File: src/rtl/pc_fetch_sequencer_pkg.sv
// Shared types and constants for the PC fetch sequencer.
// Contents: sequencer state encoding, next-PC select codes, address width,
// instruction size and a misaligned-target helper.
package pc_fetch_sequencer_pkg;

    localparam int unsigned XLEN        = 32;
    localparam int unsigned INSTR_BYTES = 4;

    typedef enum logic [1:0] {
        ST_BOOT   = 2'd0,
        ST_RUN    = 2'd1,
        ST_FAULT  = 2'd2,
        ST_HALTED = 2'd3
    } state_t;

    // Which value the PC register loads at the next edge.
    typedef enum logic [1:0] {
        SEL_HOLD     = 2'd0,
        SEL_SEQ      = 2'd1,
        SEL_REDIRECT = 2'd2
    } pc_sel_t;

    // Redirect targets must be word aligned.
    function automatic logic is_misaligned(input logic [XLEN-1:0] addr);
        return addr[1:0] != 2'b00;
    endfunction

endpackage

File: src/rtl/pc_fetch_sequencer_if.sv
// Fetch-control bundle between the sequencer and its environment
// (hazard unit, branch resolution, instruction memory, IF/ID register).
//   master: the sequencer (drives imem_req, pc, pc_plus4, if_valid, flush,
//           fault, halted, stall_cycles)
//   slave : the environment (drives stall, redirect, redirect_target, halt,
//           imem_ready)
// CNT_W must match the CNT_W of the sequencer attached to this bundle.
interface pc_fetch_sequencer_if #(
    parameter int unsigned CNT_W = 16
);
    import pc_fetch_sequencer_pkg::*;

    logic             stall;
    logic             redirect;
    logic [XLEN-1:0]  redirect_target;
    logic             halt;
    logic             imem_ready;
    logic             imem_req;
    logic [XLEN-1:0]  pc;
    logic [XLEN-1:0]  pc_plus4;
    logic             if_valid;
    logic             flush;
    logic             fault;
    logic             halted;
    logic [CNT_W-1:0] stall_cycles;

    modport master (
        input  stall, redirect, redirect_target, halt, imem_ready,
        output imem_req, pc, pc_plus4, if_valid, flush, fault, halted,
               stall_cycles
    );

    modport slave (
        output stall, redirect, redirect_target, halt, imem_ready,
        input  imem_req, pc, pc_plus4, if_valid, flush, fault, halted,
               stall_cycles
    );

endinterface

File: src/rtl/pc_fetch_sequencer_pc_next_select.sv
// Combinational next-PC selection.
// Ports:
//   pc              in  current PC
//   redirect_target in  branch/jump target
//   sel             in  decoded next-PC decision
//   pc_plus4        out pc + 4, wrapping modulo 2^32
//   pc_next         out value the PC register loads next
module pc_next_select
    import pc_fetch_sequencer_pkg::*;
(
    input  logic [XLEN-1:0] pc,
    input  logic [XLEN-1:0] redirect_target,
    input  pc_sel_t         sel,
    output logic [XLEN-1:0] pc_plus4,
    output logic [XLEN-1:0] pc_next
);

    assign pc_plus4 = pc + XLEN'(INSTR_BYTES);

    always_comb begin
        pc_next = pc;
        case (sel)
            SEL_SEQ:      pc_next = pc_plus4;
            SEL_REDIRECT: pc_next = redirect_target;
            default:      pc_next = pc;
        endcase
    end

endmodule

File: src/rtl/pc_fetch_sequencer.sv
// Program counter owner and IF-stage fetch sequencer.
// Ports:
//   clk  in  clock, rising edge
//   rst  in  asynchronous active-high reset
//   bus  master side of pc_fetch_sequencer_if (stall/redirect/halt/imem_ready
//        in; imem_req, pc, pc_plus4, if_valid, flush, fault, halted,
//        stall_cycles out)
// imem_req, if_valid, flush and pc_plus4 are combinational; pc, fault,
// halted and stall_cycles come straight from flops.
module pc_fetch_sequencer
    import pc_fetch_sequencer_pkg::*;
#(
    parameter logic [XLEN-1:0] RESET_PC = 32'h0000_0000,
    parameter int unsigned     CNT_W    = 16
) (
    input  logic                 clk,
    input  logic                 rst,
    pc_fetch_sequencer_if.master bus
);

    state_t           state_q;
    logic [XLEN-1:0]  pc_q;
    logic             fault_q;
    logic             halted_q;
    logic [CNT_W-1:0] stall_cnt_q;

    logic             run;
    logic             do_halt;
    logic             do_redirect;
    logic             redirect_ok;
    logic             redirect_bad;
    logic             do_stall;
    logic             do_fetch;
    logic             fetch_accept;
    pc_sel_t          pc_sel;
    logic [XLEN-1:0]  pc_next;
    logic [XLEN-1:0]  pc_plus4;

    // Per-cycle decision in RUN: halt > redirect > stall > sequential fetch.
    always_comb begin
        run          = (state_q == ST_RUN);
        do_halt      = run && bus.halt;
        do_redirect  = run && !bus.halt && bus.redirect;
        redirect_ok  = do_redirect && !is_misaligned(bus.redirect_target);
        redirect_bad = do_redirect &&  is_misaligned(bus.redirect_target);
        do_stall     = run && !bus.halt && !bus.redirect && bus.stall;
        do_fetch     = run && !bus.halt && !bus.redirect && !bus.stall;
        fetch_accept = do_fetch && bus.imem_ready;
        pc_sel       = SEL_HOLD;
        if (redirect_ok) begin
            pc_sel = SEL_REDIRECT;
        end else if (fetch_accept) begin
            pc_sel = SEL_SEQ;
        end
    end

    pc_next_select u_next (
        .pc              (pc_q),
        .redirect_target (bus.redirect_target),
        .sel             (pc_sel),
        .pc_plus4        (pc_plus4),
        .pc_next         (pc_next)
    );

    // State, PC, sticky fault, halted flag and saturating stall counter.
    always_ff @(posedge clk or posedge rst) begin
        if (rst) begin
            state_q     <= ST_BOOT;
            pc_q        <= RESET_PC;
            fault_q     <= 1'b0;
            halted_q    <= 1'b0;
            stall_cnt_q <= '0;
        end else begin
            pc_q <= pc_next;
            case (state_q)
                ST_BOOT: state_q <= ST_RUN;
                ST_RUN: begin
                    if (do_halt) begin
                        state_q  <= ST_HALTED;
                        halted_q <= 1'b1;
                    end else if (redirect_bad) begin
                        state_q <= ST_FAULT;
                        fault_q <= 1'b1;
                    end
                    if (do_stall && (stall_cnt_q != {CNT_W{1'b1}})) begin
                        stall_cnt_q <= stall_cnt_q + CNT_W'(1);
                    end
                end
                default: state_q <= state_q;
            endcase
        end
    end

    assign bus.imem_req     = do_fetch;
    assign bus.if_valid     = fetch_accept;
    assign bus.flush        = do_redirect;
    assign bus.pc           = pc_q;
    assign bus.pc_plus4     = pc_plus4;
    assign bus.fault        = fault_q;
    assign bus.halted       = halted_q;
    assign bus.stall_cycles = stall_cnt_q;

endmodule
File: src/flat_wrapper.sv
// flat-port wrapper written by rule: the top's interface ports become plain ports
module pc_fetch_sequencer_flat import pc_fetch_sequencer_pkg::*;
#(
    parameter logic [XLEN-1:0] RESET_PC = 32'h0000_0000,
    parameter int unsigned     CNT_W    = 16
)
  (clk, rst, bus_stall, bus_redirect, bus_redirect_target, bus_halt, bus_imem_ready, bus_imem_req, bus_pc, bus_pc_plus4, bus_if_valid, bus_flush, bus_fault, bus_halted, bus_stall_cycles);
  pc_fetch_sequencer_if #(.CNT_W(CNT_W)) bus_i ();
  input  logic clk;
  input  logic rst;
  input wire logic [$bits(bus_i.stall)-1:0] bus_stall;
  input wire logic [$bits(bus_i.redirect)-1:0] bus_redirect;
  input wire logic [$bits(bus_i.redirect_target)-1:0] bus_redirect_target;
  input wire logic [$bits(bus_i.halt)-1:0] bus_halt;
  input wire logic [$bits(bus_i.imem_ready)-1:0] bus_imem_ready;
  output wire logic [$bits(bus_i.imem_req)-1:0] bus_imem_req;
  output wire logic [$bits(bus_i.pc)-1:0] bus_pc;
  output wire logic [$bits(bus_i.pc_plus4)-1:0] bus_pc_plus4;
  output wire logic [$bits(bus_i.if_valid)-1:0] bus_if_valid;
  output wire logic [$bits(bus_i.flush)-1:0] bus_flush;
  output wire logic [$bits(bus_i.fault)-1:0] bus_fault;
  output wire logic [$bits(bus_i.halted)-1:0] bus_halted;
  output wire logic [$bits(bus_i.stall_cycles)-1:0] bus_stall_cycles;
  assign bus_i.stall = bus_stall;
  assign bus_i.redirect = bus_redirect;
  assign bus_i.redirect_target = bus_redirect_target;
  assign bus_i.halt = bus_halt;
  assign bus_i.imem_ready = bus_imem_ready;
  assign bus_imem_req = bus_i.imem_req;
  assign bus_pc = bus_i.pc;
  assign bus_pc_plus4 = bus_i.pc_plus4;
  assign bus_if_valid = bus_i.if_valid;
  assign bus_flush = bus_i.flush;
  assign bus_fault = bus_i.fault;
  assign bus_halted = bus_i.halted;
  assign bus_stall_cycles = bus_i.stall_cycles;
  pc_fetch_sequencer #(.RESET_PC(RESET_PC), .CNT_W(CNT_W)) u_core (.clk(clk), .rst(rst), .bus(bus_i));
endmodule
File: config.mk
export PLATFORM = sky130hd
export DESIGN_NAME = pc_fetch_sequencer_flat
export DESIGN_NICKNAME = d
export VERILOG_FILES = /design/src/rtl/pc_fetch_sequencer_pkg.sv /design/src/rtl/pc_fetch_sequencer_if.sv /design/src/rtl/pc_fetch_sequencer_pc_next_select.sv /design/src/rtl/pc_fetch_sequencer.sv /design/src/flat_wrapper.sv
export SDC_FILE = /design/constraint.sdc
export NUM_CORES = 1
export LEC_CHECK = 0
export ABC_AREA = 1
export ABC_CLOCK_PERIOD_IN_PS = 4300
export CAP_MARGIN = 20
export CORE_ASPECT_RATIO = 0.9
export CORE_UTILIZATION = 30
export DETAILED_ROUTE_END_ITERATION = 10
export PLACE_DENSITY = 0.53
export SLEW_MARGIN = 20
export SYNTH_ARGS = -nofsm -noshare
export SYNTH_HDL_FRONTEND = slang
export SYNTH_SLANG_ARGS = --single-unit
File: constraint.sdc
create_clock -name clk -period 4.3 [get_ports clk]
set_input_delay 0.86 -clock clk [delete_from_list [all_inputs] [get_ports clk]]
set_output_delay 0.86 -clock clk [all_outputs]
set_load 0.02 [all_outputs]
* Yosys cells after proc, flatten, opt, wreduce, memory -nomap -nowiden *
Index checks and enable logic that the tools add are counted.

storage, ports and cells
  register bits after elaboration = 52
  input port bits = 38

operators by class
  equal/unequal tests = 5
  bitwise logic cells = 1
  reductions and logical operators = 22
  mux-type cells = 6
  add/subtract/negate cells = 2

operators with widths
  kind                                                  count
  case mux 32 bit (2 select lines)                      1
  adder 32 x 3 -> 32 bit (second input constant)        1
  adder 16 x 1 -> 16 bit (second input constant)        1
  inequality test 16 bit (second input constant)        1
  logical AND 1 bit                                     10
  2-to-1 mux 2 bit                                      3
  AND reduction 2 bit                                   3
  nonzero test 2 bit                                    3
  equality test 2 x 1 -> 1 bit (second input constant)  2
  logical NOT 1 bit                                     4
  case mux 2 bit (2 select lines)                       1
  inequality test 3 bit (second input constant)         1
  AND reduction 3 bit                                   1
  equality test 2 bit (second input constant)           1
  logical NOT 2 bit                                     1
  2-to-1 mux 1 bit                                      1
  NOT 1 bit                                             1

* Logic depth before layout (Yosys ltp) *
  depth in word-level cells = 9
  gate-level depth with buffers = 10
  gate-level depth less buffers = 10

* By module *
A second synthesis with hierarchy kept.

second synthesis, totals
  cell total of the unflattened synthesis = 568
  area, all modules = 3761.1 um2

by module, submodules not included
  module              times used  area an instance (um2)  sequential area each (um2)  cells each
  pc_fetch_sequencer  1           2070.7                  1301.2                      212
  pc_next_select      1           1690.4                  0.0                         356

* Worst setup path before layout *
OpenSTA, ideal clock, no wires.

  path kind = register -> output
  from = register u_core.pc_q[3] (netlist: u_core.bus.pc[3])
  to = output bus_pc_plus4[22]
  slack = 1.843 ns
  cell stages (with the launch flop) = 9
  data arrival time = 1.597 ns
  cell sequence = dfrtp_1 -> ha_1 -> nand2_1 -> nor2_2 -> nand2_2 -> nor2_4 -> nand2_1 -> nand2_1 -> and2_1

on the way
  word-level cells in the longest chain between the ends = 1

RTL lines
  item                    line                                     RTL
  from (decl)             pc_fetch_sequencer.sv:22                 logic [XLEN-1:0] pc_q;
  from (signal assigned)  pc_fetch_sequencer.sv:74                 pc_q <= pc_next;
  adder 32 x 3 -> 32 bit  pc_fetch_sequencer_pc_next_select.sv:18  assign pc_plus4 = pc + XLEN'(INSTR_BYTES);
  to (decl)               flat_wrapper.sv:18                       output wire logic [$bits(bus_i.pc_plus4)-1:0] bus_pc_plus4;

Every way passes these cells.

* Final worst setup path *
  from = input bus_halt
  to = output bus_flush

on the way
  word-level cells in the longest chain between the ends = 3

RTL lines
  item                             line                      RTL
  from (decl)                      flat_wrapper.sv:14        input wire logic [$bits(bus_i.halt)-1:0] bus_halt;
  logical NOT 1 bit                pc_fetch_sequencer.sv:43  do_redirect = run && !bus.halt && bus.redirect;
  logical AND 1 bit (2 in series)  pc_fetch_sequencer.sv:43
  to (decl)                        flat_wrapper.sv:20        output wire logic [$bits(bus_i.flush)-1:0] bus_flush;

Every way passes these cells.

==> metrics.yaml <==
grtUsageTotal_pct: 19.43
grt_antenna_before_repair: 0
synth_cell_types: 31
p_int_mw: 1.543
clkTransAtPathRegs_ps: 70
startpoint: "bus_halt"
critPathMaxStageDelay_ps: 640
grt_pass1_wl_um: 19730
numClockSinks: 52
first_global_vias: 3870
post-route-min-period_ps: 3517
rows: 38
hold_violations: 0
clkPwrFrac_pct: 17.3
die_y_um: 108.5
yosys_register_bits: 52
worstSkewPairLatency_ps: 300
synth_warnings: 0
cp.arrival_ps: 2660
dp_slack_ps: 804.7
final_nets: 750
path_max_fanout: 17
synth_top_cell_by_area: "dfrtp_1"
slew_headroom_pct: 43.08
final_core_util_pct: 43.59
fin_crit_sh_pct: 81.78
crit_end: "bus_flush"
via_per_inst: 4.620
setup_viol: 0
crit_buf_inv: 4
drc: 0
seq_power_share_pct: 31.2
synthArstFlopShare_pct: 100.0
cts_root_buf: "clkbuf_16"
postCtsHoldBufs: 0
ys_dominant_reg_cell: "dfrtp_1"
syn_area_per_cell_um2: 6.374
reg2reg_depth: 8
syn_nets: 633
netlist_instances: 593
slowest_stage: "clkdlybuf4s50_1"
end_kind: "output port"
status: "complete, no violations"
gp_congestion: 0.8905
finalPower_mw: 2.696
cts_made_buffers: 5
crit_chain: "clkdlybuf4s50_1 > nor3_4 > nand2_1 > clkinv_1 > buf_4 > clkdlybuf4s50_1"
reg2reg_slack_ps: 2290
ir_drop_mv: 0.3437
via_count: 4024
wl_per_cell_um: 13.94
core_area_um2: 12170
cts_setup_buffers: 0
hp-class: "register to register"
synth_top_area_share_pct: 34.43
fillers: 1295
setup_tns_ps: 0
rsz0062_at_grt: "no"
critPathKind: "input port to output port"
syn_area_um2: 3780
ctsLongestPathBuffers: 2
first_iter_violations: 244
setup_slack_ps: 783.4
crit_top_cell: "clkdlybuf4s50_1"
drv_cap: 0
diodes: 0
layout_commonest_cell: "nand2_1"
power_switching_mw: 1.153
boundaryPins: 123
syn_to_final_growth_pct: 40.35
dr.pass1.iters: 5
synthTopCellsByArea: "dfrtp_1, nand2_1, nand3_1"
worstPathRequired_ps: 3440
cp-start-kind: "input port"
critical_path.top_delay_family: "buffers and inverters"
fmax_mhz: 284.4
grt_max_degree: 35
dieWidth_um: 120.3
port_buffers: 122
cts-resized-gates: 0
clock-skew-final_ps: 6.549
start_util_pct: 31.05
tightest_slew_ps: 850.6
cts_tree: "done"
synth_seq_area_share_pct: 34.43
routed_wl_um: 12140
final_cell_mix: "nand2_1, clkdlybuf4s50_1, nand3_1"
p_sw_share_pct: 42.76
grt_overflow: 0
power.leakage_nw: 2.465
cp.depth: 6
place_hpwl_um: 9117
ant_nets: 0
die_area_um2: 13050
crit-reg2reg-launch: "u_core.bus.stall_cycles[0]"
r2r_end: "u_core.bus.stall_cycles[0]"
synth_edf_count: 0
power.density_nw_per_um2: 508.2
h-tree-depth: 2
drive_gt1_share_pct: 5.204
p_comb_share_pct: 51.5
drv_slew: 0
stage by stage:
step | cell area, um2 | hold slack (ps) | instances
after floorplan | 3780 | 512.0 | 593
after global placement | 5141 | 449.5 | 863
after detailed placement | 5141 | 453.3 | 863
after CTS | 5305 | 473.5 | 871
after global routing | 5305 | 493.5 | 871
final | 5305 | 465.0 | 871
worst min-delay path, cell delays in order, from the launching register on:
cell,delay [ps]
dfrtp_1,350
inv_1,40
nand2_1,50
routing by layer:
| layer | track usage, % | up-vias | wire [um] |
|---|---|---|---|
| li1 | - | 2085 | - |
| met3 | 4.272 | 7 | 822 |
| met2 | 30.34 | 106 | 5327 |
| met5 | 0 | - | 0 |
| met4 | 4.321 | 0 | 90 |
| met1 | 27.30 | 1826 | 5901 |
power by group through the flow:
stage,Clock [mW],Sequential (mW),Combinational (mW)
3_3_place_gp,0,0.847,1.39
3_5_place_dp,0,0.849,1.39
5_1_grt,0.502,0.869,1.52
6_report,0.466,0.841,1.39
4_1_cts,0.485,0.841,1.41
2_1_floorplan,0,0.947,0.602
logic make-up (layout without fill, tap and decap cells):
| kind of cell | Yosys count | in the layout | share of synthesized area [%] |
|---|---|---|---|
| and+or+nand+nor | 412 | 412 | 47.90 |
| buffers and inverters | 82 | 200 | 9.136 |
| DFF | 52 | 52 | 34.43 |
| AOI/OAI and AO/OA | 30 | 30 | 4.403 |
| xor gates and xnor gates | 15 | 15 | 3.476 |
| adders and majority gates | 2 | 2 | 0.6619 |
final cells by class:
| cell class | count | area (um2) | share of cell area [%] |
|---|---|---|---|
| Clock inverter | 2 | 35.03 | 0.6604 |
| Timing Repair Buffer | 128 | 1266 | 23.87 |
| Inverter | 64 | 240.2 | 4.528 |
| Tap cell | 160 | 200.2 | 3.774 |
| Multi-Input combinational cell | 459 | 2133 | 40.21 |
| Sequential cell | 52 | 1301 | 24.53 |
| Clock buffer | 6 | 128.9 | 2.429 |
state kept, by name, summed over array words and instances (netlist names):
register	cells
u_core.bus.pc	32
u_core.bus.stall_cycles	16
u_core.state_q	2
u_core.bus.fault	1
u_core.bus.halted	1
cell usage after synthesis (2+ instances only):
master and number:
clkbuf_1 3, buf_4 5, xnor2_1 8, nand2_2 3
nor2_4 7, nand4_1 6, xor2_1 7, o21ai_1 3
nand2_1 234, or2_2 2, and2_1 7, nand3_1 78
nand3b_1 4, dfrtp_1 52, o21ai_0 14, buf_2 9
nor2_1 58, a21oi_1 11, inv_1 63, ha_1 2
nor3_1 2, nor2_2 6
how the worst min path moves through the flow:
stage	start	end	cells after the start	slack, ps
floorplan	u_core.state_q[1]	u_core.state_q[0]	1	510
global placement	u_core.bus.halted	u_core.bus.halted	2	450
detailed placement	u_core.bus.halted	u_core.bus.halted	2	450
CTS	u_core.bus.halted	u_core.bus.halted	2	470
global route	u_core.bus.fault	u_core.bus.fault	1	490
finish	u_core.bus.halted	u_core.bus.halted	2	470
No activity file was read; power rests on OpenSTA's default activity.
